File: config.mk
export PLATFORM = sky130hd
export DESIGN_NAME = elevator_motion_door_ctrl
export DESIGN_NICKNAME = d
export VERILOG_FILES = /design/src/rtl/elevator_motion_door_ctrl.sv
export SDC_FILE = /design/constraint.sdc
export NUM_CORES = 1
export LEC_CHECK = 0
export CAP_MARGIN = 20
export CORE_ASPECT_RATIO = 0.8
export CORE_MARGIN = 2
export CORE_UTILIZATION = 60
export DETAILED_ROUTE_END_ITERATION = 16
export DONT_BUFFER_PORTS = 1
export GPL_ROUTABILITY_DRIVEN = 0
export HOLD_SLACK_MARGIN = 0.12
export PLACE_DENSITY_LB_ADDON = 0.3
export RECOVER_POWER = 100
export SETUP_SLACK_MARGIN = 0.05
export SYNTH_ARGS = -nofsm -noshare
export SYNTH_HDL_FRONTEND = slang
export SYNTH_SLANG_ARGS = --single-unit
File: constraint.sdc
create_clock -name Clock -period 3.1 [get_ports Clock]
set_input_delay 0.31 -clock Clock [delete_from_list [all_inputs] [get_ports Clock]]
set_output_delay 0.31 -clock Clock [all_outputs]
set_load 0.03 [all_outputs]
File: src/rtl/elevator_motion_door_ctrl.sv
// Motion and door controller for a six-stop elevator car: tracks the one-hot car
// position, drives the Up/Down travel indicators and the door, and strobes request clears.
module elevator_motion_door_ctrl #(
    parameter int NUM_FLOORS  = 6,
    parameter int MOVE_CYCLES = 1
) (
    input  logic                  Clock,
    input  logic                  Reset,
    input  logic [NUM_FLOORS-1:0] inputfloors,
    input  logic                  close_btn,
    output logic [NUM_FLOORS-1:0] currentFloor,
    output logic                  Up,
    output logic                  Down,
    output logic                  door_open,
    output logic [NUM_FLOORS-1:0] closeDoor
);

    localparam int CW = (MOVE_CYCLES > 1) ? $clog2(MOVE_CYCLES) : 1;
    localparam logic [NUM_FLOORS-1:0] FLOOR_ONE = NUM_FLOORS'(1);
    localparam logic [CW-1:0]         CNT_ONE   = CW'(1);
    localparam logic [CW-1:0]         CNT_LAST  = CW'(MOVE_CYCLES - 1);

    typedef enum logic [1:0] {
        ST_IDLE      = 2'd0,
        ST_MOVE_UP   = 2'd1,
        ST_MOVE_DOWN = 2'd2,
        ST_DOOR_OPEN = 2'd3
    } state_t;

    state_t          r_state;
    logic            r_last_up;
    logic [CW-1:0]   r_cnt;

    logic [NUM_FLOORS-1:0] w_above_mask;
    logic [NUM_FLOORS-1:0] w_below_mask;
    logic                  w_req_here;
    logic                  w_req_above;
    logic                  w_req_below;
    logic                  w_go_up;
    logic                  w_go_down;

    // For a one-hot position p, p-1 covers every stop below it and its complement
    // shifted once covers every stop above; at the top floor the above mask is empty.
    assign w_below_mask = currentFloor - FLOOR_ONE;
    assign w_above_mask = ~((currentFloor << 1) - FLOOR_ONE);
    assign w_req_here   = |(inputfloors & currentFloor);
    assign w_req_above  = |(inputfloors & w_above_mask);
    assign w_req_below  = |(inputfloors & w_below_mask);
    assign w_go_up      = w_req_above & (r_last_up | ~w_req_below);
    assign w_go_down    = w_req_below & (~r_last_up | ~w_req_above);

    assign closeDoor = {NUM_FLOORS{close_btn}} & currentFloor;

    // Car state machine with registered position, direction and door outputs
    always_ff @(posedge Clock or negedge Reset) begin
        if (!Reset) begin
            r_state      <= ST_IDLE;
            currentFloor <= FLOOR_ONE;
            Up           <= 1'b0;
            Down         <= 1'b0;
            door_open    <= 1'b0;
            r_last_up    <= 1'b1;
            r_cnt        <= '0;
        end else begin
            case (r_state)
                ST_IDLE: begin
                    r_cnt <= '0;
                    if (w_req_here) begin
                        r_state   <= ST_DOOR_OPEN;
                        door_open <= 1'b1;
                    end else if (w_go_up) begin
                        r_state   <= ST_MOVE_UP;
                        Up        <= 1'b1;
                        r_last_up <= 1'b1;
                    end else if (w_go_down) begin
                        r_state   <= ST_MOVE_DOWN;
                        Down      <= 1'b1;
                        r_last_up <= 1'b0;
                    end else begin
                        r_state <= ST_IDLE;
                    end
                end
                ST_MOVE_UP: begin
                    // Arrival is judged on the registered position, one cycle after the step
                    if (w_req_here) begin
                        r_state   <= ST_DOOR_OPEN;
                        Up        <= 1'b0;
                        door_open <= 1'b1;
                        r_cnt     <= '0;
                    end else if (!w_req_above) begin
                        r_state <= ST_IDLE;
                        Up      <= 1'b0;
                        r_cnt   <= '0;
                    end else if (r_cnt == CNT_LAST) begin
                        currentFloor <= currentFloor << 1;
                        r_cnt        <= '0;
                    end else begin
                        r_cnt <= r_cnt + CNT_ONE;
                    end
                end
                ST_MOVE_DOWN: begin
                    if (w_req_here) begin
                        r_state   <= ST_DOOR_OPEN;
                        Down      <= 1'b0;
                        door_open <= 1'b1;
                        r_cnt     <= '0;
                    end else if (!w_req_below) begin
                        r_state <= ST_IDLE;
                        Down    <= 1'b0;
                        r_cnt   <= '0;
                    end else if (r_cnt == CNT_LAST) begin
                        currentFloor <= currentFloor >> 1;
                        r_cnt        <= '0;
                    end else begin
                        r_cnt <= r_cnt + CNT_ONE;
                    end
                end
                ST_DOOR_OPEN: begin
                    if (close_btn) begin
                        r_state   <= ST_IDLE;
                        door_open <= 1'b0;
                    end else begin
                        r_state <= ST_DOOR_OPEN;
                    end
                end
                default: begin
                    r_state   <= ST_IDLE;
                    Up        <= 1'b0;
                    Down      <= 1'b0;
                    door_open <= 1'b0;
                    r_cnt     <= '0;
                end
            endcase
        end
    end

endmodule

==> summary.txt <==
Setup path
  – Slowest stage delay, CP: 0.67 ns
  – CP cell instances: inv_1 -> ha_1 -> nor3b_1 -> xnor2_1 -> a221o_1 -> and3_2 -> a31oi_1 -> mux2_2
  – Crit path max-delay cell type: dfstp_2
  – R2R setup slack: 0.24 ns
  – Critical path required time: 3.27 ns
  – Crit end category: flop
  – CP max FO: 8
  – Crit path DAT: 3.03 ns
  – WP depth: 8
  – Worst Path Buf+Inv: 1
  – CP Class: flop to flop
  – CP Launch Type: flop
  – CP delay by family, top: compound AO/OA/AOI/OAI gates
  – R2R cell count: 8

Clock network
  – Num CTS Buffers: 3
  – TritonCTS clock tree: yes
  – Htree depth: 1
  – Setup bufs post-CTS: 0
  – CTS Hold Bufs: 1
  – PostCTS Resize Cnt: 0
  – Clock latency at the later pin of the worst-skew pair: 0.28 ns
  – Buffer depth of the longest clock path: 2
  – Clk slew on worst S/H paths: ~0.080 ns
  – Clk sinks: 12
  – Clock root buffer: clkbuf_4

Floorplanning
  – I/O pin total: 24
  – Die area: 1995 um^2
  – Horiz. Die Dim: between 40 and 50 um
  – Core area: 1594 um^2
  – Die Span Y: 40.35 um
  – Starting Density: 62.17%
  – Cell Rows: 13

Drt
  – TritonRoute pass-1 iters: 4
  – Total Routed Length: between 2000 and 2500 um
  – WL/cell: 17.13 um
  – Routed vias: 797
  – Number of DRC markers in iteration 0: 28
  – DRT antenna net count: 0
  – DRC viols: 0
  – Avg Vias per Cell: 6.276

Run
  – Max Cap Violations: 0

GRT
  – Initial antenna violation count: 0
  – Largest net degree at the start of global routing: 13
  – Vias in the first global route: a little under 800
  – All-Layer GR Usage: 25.60%
  – Gr ovfl total: 0
  – First-pass GRT wire length: 3594 um

Timing
  – RSZ-0062 raised after global routing: no
  – Tightest Pin Transition: approximately 0.7 ns
  – Minimum clock period: 2.857 ns
  – Fin. Hold Viols: 0
  – F_max: 350.0 MHz
  – Slew Limit Fails: 0
  – Final Setup Violations: 0
  – Worst Clk Skew: roughly 0.012 ns
  – Final worst-path cycle share: 92.17%
  – Setup TNS: 0 ns
  – Slew Limit Headroom: 53.17%

Synthesis
  – Syn Nets: 119
  – Yosys reg bits: 12
  – Cell taking the most area after synthesis: dfrtp_1
  – Part of the Yosys area used for sequential elements: 30.56%
  – Post-Syn Area: 991.0 um^2
  – Synth top area share: 25.25%
  – Library cells used by synthesis: 37
  – Syn avg cell area: 9.621 um^2
  – Synth warn: 0
  – Cells after synthesis: 103
  – Synth top area cells: dfrtp_1 (25%), ha_1 (8.8%), mux2_4 (6.1%)

Cells and area
  – Design Area, Final: 994.7 um^2
  – Nets: about 120
  – Syn-to-layout area delta: 0.3788%
  – Finished Core Util: 62.40%
  – Layout cells sized above 1: 15.24%
  – Filler cell count: 139
  – Ant diodes: 0

Min path
  – Hold WC Path Type: input port to flop
  – Hold Crit Depth: 2

Power and ir drop
  – Max IR drop VDD: around 0.00071 V
  – Final Power: ~1.3 mW
  – PwrDens: 1292 nW/um^2
  – Leakage power total: 0.4400 nW

Placed design
  – Post-DP HPWL: 1597 um
  – Placed inst area: 979.7 um^2
  – Port Buf Inserts: 0

Outcome
  – Status: finished clean
Yosys cell counts, drive strengths merged:
master       instances
nand3                1
a41oi                1
mux2i                4
and2                 3
and3                 2
dlygate4sd1          1
ha                   7
a211o                2
a221oi               1
a221o                1
o211a                1
and2b                1
dfrtp               10
a22oi                4
xnor2                2
or3                  1
nor3                 1
o21ai                7
a211oi               1
nor3b                1
a222oi               1
nor2                 8
o31ai                1
o32ai                1
mux2                 7
a31oi                3
dfstp                2
a21oi                2
a311oi               1
xor2                 2
inv                 12
nand2                6
a31o                 1
buf                  4
cells in the final DEF (no fill, tap or decap), types with 2 or more instances in the layout:
master / count
inv_1: 12
dfrtp_1: 10
nor2_1: 8
o21ai_0: 7
ha_1: 7
nand2_1: 6
a22oi_1: 4
mux2i_1: 4
and2_0: 3
a31oi_1: 3
mux2_2: 3
mux2_1: 3
clkbuf_4: 3
clkbuf_1: 3
xnor2_1: 2
xor2_1: 2
and3_2: 2
a21oi_1: 2
dfstp_2: 2
cells by family after synthesis:
group	count (synthesis)	synth area share, %
adder cells (fa/ha/maj)	7	8.838
buffers and inverters	17	9.974
flip-flops	12	30.56
AO/OA/AOI/OAI	28	20.46
XOR/XNOR	4	3.536
multiplexers	11	13.51
AND/OR/NAND/NOR	24	13.13
power by group:
part	internal [mW]	switching, mW	total, mW	leakage [nW]
Combinational	0.340	0.469	0.809	0.277
Clock	0.0499	0.0498	0.0997	0.0150
Sequential	0.230	0.147	0.377	0.148
metrics by stage:
step / hold WS [ns] / std cells / worst slack [ns]
after floorplan: 0.01441 / 103 / 0.5069
after global placement: 0.01466 / 122 / 0.3580
after detailed placement: 0.01463 / 122 / 0.2948
after CTS: 0.3357 / 127 / 0.2841
after global routing: 0.3690 / 127 / 0.1138
final: 0.3534 / 127 / 0.2426
flip-flops by register name, summed over array words and instances, names as in the netlist:
signal and count:
Up 1, r_last_up 1, r_state 2, currentFloor 6
Down 1, door_open 1
final cells by class:
type                    count  area, um^2  area share (%)
clock buffers               4       26.28           2.642
repair buffers              3       17.52           1.761
flip-flops and latches     12       302.8           30.44
well taps                  22       27.53           2.767
multi-input cells          74       575.6           57.86
inverters                  12       45.04           4.528
worst register-to-register path: stages (launching register included):
cell and delay (ns):
dfstp_2 0.67, inv_1 0.14, ha_1 0.24, nor3b_1 0.15, xnor2_1 0.17, a221o_1 0.48
and3_2 0.25, a31oi_1 0.28, mux2_2 0.37
final timing paths:
path	end	startpoint
setup / recovery	r_state[0]$_DFFE_PN0P_	currentFloor[0]$_DFFE_PN1P_
hold / removal	r_last_up$_DFFE_PN1P_	inputfloors[5]
setup reg to reg	r_state[0]$_DFFE_PN0P_	currentFloor[0]$_DFFE_PN1P_
hold reg to reg	r_last_up$_DFFE_PN1P_	r_last_up$_DFFE_PN1P_
max in group asynchronous	Down$_DFFE_PN0P_	Reset
min in group asynchronous	currentFloor[2]$_DFFE_PN0P_	Reset
per-layer routing:
layer / global-route usage, % / wire length [um]
met3: 8.582 / 164
met5: 0 / 0
met4: 7.639 / 9
met2: 44.26 / 1042
met1: 31.48 / 958
Power figures use the tool's default switching activity.
